### src/rtl/regbus_arb_pkg.sv
// Shared types and the round-robin search helper for the REGBUS arbiter.
// The optional ACCESS timeout is enabled with the REGBUS_ARB_TIMEOUT_EN macro.
package regbus_arb_pkg;

  // Widest requester vector the picker handles.
  localparam int unsigned RrMaxReq    = 8;
  localparam int unsigned RegbusAddrW = 32;
  localparam int unsigned RegbusDataW = 32;

  typedef enum logic [1:0] {
    IDLE,
    SETUP,
    ACCESS
  } arb_state_e;

  // One REGBUS request at the default bus widths.
  typedef struct packed {
    logic [RegbusAddrW-1:0] addr;
    logic                   write;
    logic [RegbusDataW-1:0] wdata;
  } regbus_req_t;

  // Round-robin search starting just after 'last'. Returns {found, index}.
  function automatic logic [3:0] rr_pick(input logic [RrMaxReq-1:0] req,
                                         input logic [2:0]          last,
                                         input int unsigned         num);
    logic [3:0] res;
    logic [2:0] idx;
    res = '0;
    for (int unsigned k = 1; k <= num; k++) begin
      idx = 3'((32'(last) + k) % num);
      if (!res[3] && req[idx]) begin
        res = {1'b1, idx};
      end
    end
    return res;
  endfunction

endpackage

### src/rtl/rr_grant.sv
// Combinational round-robin picker: request vector plus previous winner in,
// one-hot grant and winner index out.
module rr_grant
  import regbus_arb_pkg::*;
#(
  parameter  int unsigned NumReq = 4,
  localparam int unsigned IdxW   = (NumReq > 1) ? $clog2(NumReq) : 1
) (
  input  logic [NumReq-1:0] req_i,
  input  logic [IdxW-1:0]   last_grant_i,
  output logic [NumReq-1:0] grant_o,
  output logic [IdxW-1:0]   grant_idx_o,
  output logic              grant_valid_o
);

  logic [3:0] pick;

  // Search from last_grant+1 and decode the winner to one-hot.
  always_comb begin
    pick          = rr_pick(RrMaxReq'(req_i), 3'(last_grant_i), NumReq);
    grant_valid_o = pick[3];
    grant_idx_o   = IdxW'(pick[2:0]);
    grant_o       = '0;
    if (pick[3]) begin
      grant_o[grant_idx_o] = 1'b1;
    end
  end

endmodule

### src/rtl/regbus_rr_arbiter.sv
// Round-robin arbiter sharing one REGBUS target between NUM_REQ requesters.
// Define REGBUS_ARB_TIMEOUT_EN to abort ACCESS phases that wait TIMEOUT_CYC cycles.
module regbus_rr_arbiter
  import regbus_arb_pkg::*;
#(
  parameter int unsigned NUM_REQ     = 4,
  parameter int unsigned ADDR_W      = 32,
  parameter int unsigned DATA_W      = 32,
  parameter int unsigned TIMEOUT_CYC = 16
) (
  input  logic                      pclk,
  input  logic                      rst_n,
  input  logic [NUM_REQ-1:0]        req_valid,
  input  logic [NUM_REQ-1:0]        req_write,
  input  logic [NUM_REQ*ADDR_W-1:0] req_addr,
  input  logic [NUM_REQ*DATA_W-1:0] req_wdata,
  output logic [NUM_REQ-1:0]        req_ready,
  output logic [NUM_REQ-1:0]        rsp_valid,
  output logic [DATA_W-1:0]         rsp_rdata,
  output logic                      rsp_slverr,
  output logic                      timeout_evt,
  output logic [ADDR_W-1:0]         m_paddr,
  output logic                      m_pwrite,
  output logic [DATA_W-1:0]         m_pwdata,
  output logic                      m_psel,
  output logic                      m_penable,
  input  logic                      m_pready,
  input  logic [DATA_W-1:0]         m_prdata,
  input  logic                      m_pslverr
);

  localparam int unsigned IdxW = (NUM_REQ > 1) ? $clog2(NUM_REQ) : 1;

  arb_state_e          state_q, state_d;
  logic [IdxW-1:0]     last_q, last_d;
  logic [IdxW-1:0]     gidx_q, gidx_d;
  logic [ADDR_W-1:0]   addr_q, addr_d;
  logic                write_q, write_d;
  logic [DATA_W-1:0]   wdata_q, wdata_d;
  logic [NUM_REQ-1:0]  rsp_valid_q, rsp_valid_d;
  logic [DATA_W-1:0]   rsp_rdata_q, rsp_rdata_d;
  logic                rsp_slverr_q, rsp_slverr_d;

  logic [NUM_REQ-1:0]  pick_grant;
  logic [IdxW-1:0]     pick_idx;
  logic                pick_valid;

`ifdef REGBUS_ARB_TIMEOUT_EN
  localparam int unsigned CntW = $clog2(TIMEOUT_CYC + 1);
  logic [CntW-1:0]     to_cnt_q, to_cnt_d;
  logic                to_evt_q, to_evt_d;
`endif

  rr_grant #(
    .NumReq (NUM_REQ)
  ) u_rr_grant (
    .req_i         (req_valid),
    .last_grant_i  (last_q),
    .grant_o       (pick_grant),
    .grant_idx_o   (pick_idx),
    .grant_valid_o (pick_valid)
  );

  // Grant/latch in IDLE, sequence SETUP/ACCESS, and form the next-cycle response.
  always_comb begin
    state_d      = state_q;
    last_d       = last_q;
    gidx_d       = gidx_q;
    addr_d       = addr_q;
    write_d      = write_q;
    wdata_d      = wdata_q;
    rsp_valid_d  = '0;
    rsp_rdata_d  = '0;
    rsp_slverr_d = 1'b0;
    req_ready    = '0;
`ifdef REGBUS_ARB_TIMEOUT_EN
    to_cnt_d     = to_cnt_q;
    to_evt_d     = 1'b0;
`endif
    case (state_q)
      IDLE: begin
        if (pick_valid) begin
          req_ready = pick_grant;
          last_d    = pick_idx;
          gidx_d    = pick_idx;
          addr_d    = req_addr[pick_idx*ADDR_W +: ADDR_W];
          write_d   = req_write[pick_idx];
          wdata_d   = req_wdata[pick_idx*DATA_W +: DATA_W];
          state_d   = SETUP;
`ifdef REGBUS_ARB_TIMEOUT_EN
          to_cnt_d  = '0;
`endif
        end
      end
      SETUP: begin
        state_d = ACCESS;
      end
      ACCESS: begin
        if (m_pready) begin
          state_d             = IDLE;
          rsp_valid_d[gidx_q] = 1'b1;
          rsp_rdata_d         = write_q ? '0 : m_prdata;
          rsp_slverr_d        = m_pslverr;
        end
`ifdef REGBUS_ARB_TIMEOUT_EN
        else begin
          to_cnt_d = to_cnt_q + CntW'(1);
          if (to_cnt_d == CntW'(TIMEOUT_CYC)) begin
            // Abort: report as an error with no read data.
            state_d             = IDLE;
            rsp_valid_d[gidx_q] = 1'b1;
            rsp_slverr_d        = 1'b1;
            to_evt_d            = 1'b1;
          end
        end
`endif
      end
      default: begin
        state_d = IDLE;
      end
    endcase
  end

  // State, latched request and registered response.
  always_ff @(posedge pclk or negedge rst_n) begin
    if (!rst_n) begin
      state_q      <= IDLE;
      last_q       <= IdxW'(NUM_REQ - 1);
      gidx_q       <= '0;
      addr_q       <= '0;
      write_q      <= 1'b0;
      wdata_q      <= '0;
      rsp_valid_q  <= '0;
      rsp_rdata_q  <= '0;
      rsp_slverr_q <= 1'b0;
    end else begin
      state_q      <= state_d;
      last_q       <= last_d;
      gidx_q       <= gidx_d;
      addr_q       <= addr_d;
      write_q      <= write_d;
      wdata_q      <= wdata_d;
      rsp_valid_q  <= rsp_valid_d;
      rsp_rdata_q  <= rsp_rdata_d;
      rsp_slverr_q <= rsp_slverr_d;
    end
  end

`ifdef REGBUS_ARB_TIMEOUT_EN
  // Wait-state counter and abort flag.
  always_ff @(posedge pclk or negedge rst_n) begin
    if (!rst_n) begin
      to_cnt_q <= '0;
      to_evt_q <= 1'b0;
    end else begin
      to_cnt_q <= to_cnt_d;
      to_evt_q <= to_evt_d;
    end
  end

  assign timeout_evt = to_evt_q;
`else
  assign timeout_evt = 1'b0;
`endif

  // psel/penable decode straight from state so reset drops them immediately.
  always_comb begin
    m_psel     = (state_q != IDLE);
    m_penable  = (state_q == ACCESS);
    m_paddr    = addr_q;
    m_pwrite   = write_q;
    m_pwdata   = wdata_q;
    rsp_valid  = rsp_valid_q;
    rsp_rdata  = rsp_rdata_q;
    rsp_slverr = rsp_slverr_q;
  end

endmodule
### config.mk
export PLATFORM = sky130hd
export DESIGN_NAME = regbus_rr_arbiter
export DESIGN_NICKNAME = d
export VERILOG_FILES = /design/src/rtl/regbus_arb_pkg.sv /design/src/rtl/rr_grant.sv /design/src/rtl/regbus_rr_arbiter.sv
export SDC_FILE = /design/constraint.sdc
export NUM_CORES = 1
export LEC_CHECK = 0
export CAP_MARGIN = 20
export CORE_AREA = 2 2 159 161
export CTS_BUF_LIST = sky130_fd_sc_hd__clkbuf_8
export CTS_CLUSTER_SIZE = 12
export DETAILED_ROUTE_END_ITERATION = 8
export DIE_AREA = 0 0 161 163
export SLEW_MARGIN = 5
export SYNTH_ARGS = -nofsm -noshare
export SYNTH_HDL_FRONTEND = slang
export SYNTH_SLANG_ARGS = --single-unit
### constraint.sdc
create_clock -name pclk -period 2.48 [get_ports pclk]
set_clock_uncertainty 0.1 [all_clocks]
set_input_delay 0.372 -clock pclk [delete_from_list [all_inputs] [get_ports pclk]]
set_output_delay 0.372 -clock pclk [all_outputs]
set_load 0.01 [all_outputs]
==> reports/metrics.cfg <==
[worst_setup_path]
r2r_start = last_q[1]$_DFFE_PN1P_
r2r.worst_path.cells = 8
cp_max_fo = 5
critPathCaptureType = output port
r2r_end = m_pwdata[5]$_DFFE_PN0P_
path_class = in2out
critPathRequiredTime_ns = 2.01
rrSetupSlack_ns = 0.09
worst_path_max_delay_cell = clkdlybuf4s50_1
start_kind = input pin
critPathArrivalTime_ns = 1.94
slowest_delay_ns = 0.42
crit_chain = clkdlybuf4s50_1 -> buf_4 -> nor4_2 -> or2_4 -> inv_4 -> nand2_1 -> nor2_1 -> dlygate4sd2_1

[routing]
drtIter0Drc = 373
first_pass_iters = 4
viasPerCell = 4.70
vias = 6505
avgRoutedWirePerCell_um = 19.6
drt-total-wl_um = 27100
ant_nets = 0
drc = 0

[sta]
post-route-min-period_ns = 2.41
worst_slew_pin_slew_ns = 0.505
finalSetupViolCount = 0
finalCritPeriodShare_pct = 97.3
relSlewSlack_pct = 66.4
fmax_mhz = 414
slew_violations = 0
final_hold_viol_count = 0

[clock_tree]
cts_sinks = 108
clock_path_buffers = 2
htreeDepth = 3
clkLatencyLatePin_ns = 0.38
cts.clk_slew.worst_paths_ns = 0.13
cts_tree = yes
cts_root_buf = clkbuf_8
cts_buffers = 9

[layout]
stdcell_count = 1383
mostFrequentLayoutCell = clkdlybuf4s50_1
most-common-layout-cells = clkdlybuf4s50_1 (401), dfrtp_1 (106), nor2_1 (70), a211oi_1 (70)
fin_area_um2 = 11300
n_antenna_cell = 0
nFillCells = 2416
nNetsFinal = 1348
post-route-util_pct = 45.7
area_delta_synth_final_pct = 76.8
layout-drive-gt1-share_pct = 14.2

[flow_run]
drv_cap = 0

[floorplanning]
io_pins = 409
rows = 58
initial_core_util_pct = 25.8
coreArea_um2 = 24700
die_h_um = 163
dieArea_um2 = 26200
die_w_um = 161

[placement]
io_buffers = 407
post-place-cells = 1363
place_area_um2 = 11000
hpwl_um = 20200
gp_congestion = 0.807

[min_path]
hold_path.class = in2async

[synthesis]
synth_xor_area_share_pct = 0
synthSimpleGateAreaFrac_pct = 18.9
yosysUniqueCellTypes = 38
netlist_instances = 640
muxShareOfSynthArea_pct = 10.7
synth_top_family_by_area = compound AO/OA/AOI/OAI gates
synth_top_area_share_pct = 41.6
ys_seq_elements = 108
synth_compound_area_share_pct = 21.5
synth_area_leaders = dfrtp_1 (42%), a211oi_2 (12%), mux2i_1 (11%)
ys_warn_count = 0
synthAdderAreaFrac_pct = 0
ys_seq_area_share_pct = 42.5
synth.avg_cell_area_um2 = 9.95
syn-num-nets = 940
yosys.area.top_type = dfrtp_1
syn_area_um2 = 6370

[outcome]
status = finished, final reports clean

[grt]
grt_max_degree = 69
track_usage_pct = 20.0
grt_pass1_vias = 6541
antenna_found_initial = 0
grt_first_pass_wirelength_um = 40200
overflow = 0

[power_and_ir_drop]
powerDensity_nw_per_um2 = 913
vdd_ir_drop_max_mv = 0.989
leakagePower_nw = 4.60

==> synth_stat cells <==
| master | count |
|---|---|
| a211oi_1 | 71 |
| a211oi_2 | 60 |
| a21bo_2 | 1 |
| a21boi_1 | 1 |
| a21o_1 | 2 |
| a21oi_1 | 2 |
| a21oi_4 | 1 |
| and2_1 | 32 |
| and3_1 | 1 |
| and4_1 | 1 |
| buf_1 | 5 |
| buf_2 | 9 |
| buf_4 | 5 |
| buf_6 | 18 |
| clkbuf_1 | 25 |
| conb_1 | 1 |
| dfrtp_1 | 106 |
| dfstp_2 | 2 |
| inv_4 | 1 |
| mux2_2 | 1 |
| mux2i_1 | 67 |
| nand2_1 | 68 |
| nand2b_1 | 3 |
| nand2b_2 | 1 |
| nand3b_1 | 1 |
| nor2_1 | 72 |
| nor2_4 | 1 |
| nor2b_1 | 1 |
| nor3_1 | 69 |
| nor3_4 | 1 |
| nor3b_1 | 2 |
| nor4_1 | 1 |
| o21a_1 | 2 |
| o21ai_1 | 1 |
| o31ai_1 | 1 |
| or2_1 | 2 |
| or3_1 | 1 |
| or3_4 | 1 |
==> flip-flops by register name (all words and copies together), names as in the netlist <==
| register | cells |
|---|---|
| m_paddr | 32 |
| m_pwrite | 1 |
| rsp_rdata | 32 |
| rsp_valid | 4 |
| last_q | 2 |
| rsp_slverr | 1 |
| state_q | 2 |
| gidx_q | 2 |
| m_pwdata | 32 |
==> worst max-delay path by stage <==
stage                     slack (ns)                        to                   from
after floorplan                 0.45  m_pwdata[16]$_DFFE_PN0P_  last_q[1]$_DFFE_PN1P_
after global placement         -0.24              req_ready[3]           req_valid[1]
after detailed placement       -0.26              req_ready[3]           req_valid[1]
after CTS                      0.003              req_ready[2]  last_q[0]$_DFFE_PN1P_
after global routing           -0.06              req_ready[0]           req_valid[3]
final                           0.07              req_ready[0]           req_valid[3]
==> kinds of logic after synthesis <==
group           Yosys count
compound gates          142
buf+inv                  63
flops                   108
mux                      68
other cells               1
simple gates            258
==> layout make-up <==
type,instances,area [µm²],share of cell area (%)
Sequential cell,108,2710,24.0
Tap cell,330,413,3.67
Clock buffer,9,124,1.10
Clock inverter,7,80.1,0.711
Timing Repair Buffer,459,4620,41.0
Multi-Input combinational cell,469,3320,29.5
Inverter,1,6.26,0.0555
==> what timing repair did <==
item	CTS	global route
endpoints found under the hold margin	33	0
pin swaps	0	2
resized for setup	10	6
hold buffers	1	0
endpoints found under the setup margin	4	3
setup buffers	1	2
gates cloned	0	0
==> worst max-delay path, delay by kind of cell <==
| kind | cells | cell delay (ns) |
|---|---|---|
| buffers and inverters | 4 | 0.90 |
| AND/OR/NAND/NOR | 4 | 0.66 |
==> per-layer routing <==
layer | up-vias | global-route usage (%) | part of all wire (%)
li1 | 3127 | - | -
met1 | 3122 | 25.1 | 41
met2 | 240 | 34.4 | 50
met3 | 16 | 5.86 | 7.9
met4 | 0 | 4.10 | 1.0
met5 | - | 0 | 0
==> per-stage QoR <==
step | setup TNS (ns) | hold WS [ns] | power, mW | setup WS, ns
floorplan | 0 | -0.0236 | 6.20 | 0.445
global placement | -6.81 | 0.269 | 9.14 | -0.235
detailed placement | -8.51 | 0.272 | 9.19 | -0.257
CTS | 0 | 0.353 | 10.4 | 0.00264
global route | -0.0580 | 0.388 | 11.0 | -0.0580
finish | 0 | 0.369 | 10.3 | 0.0661
==> where the power goes <==
| part | switching (mW) | leakage, nW | total (mW) | internal (mW) |
|---|---|---|---|---|
| combinational | 3.16 | 3.20 | 6.33 | 3.17 |
| clock | 0.754 | 0.0994 | 1.16 | 0.404 |
| sequential | 0.371 | 1.30 | 2.80 | 2.43 |
| total | 4.28 | 4.60 | 10.3 | 6.00 |
No activity file was read; power rests on OpenSTA's default activity.
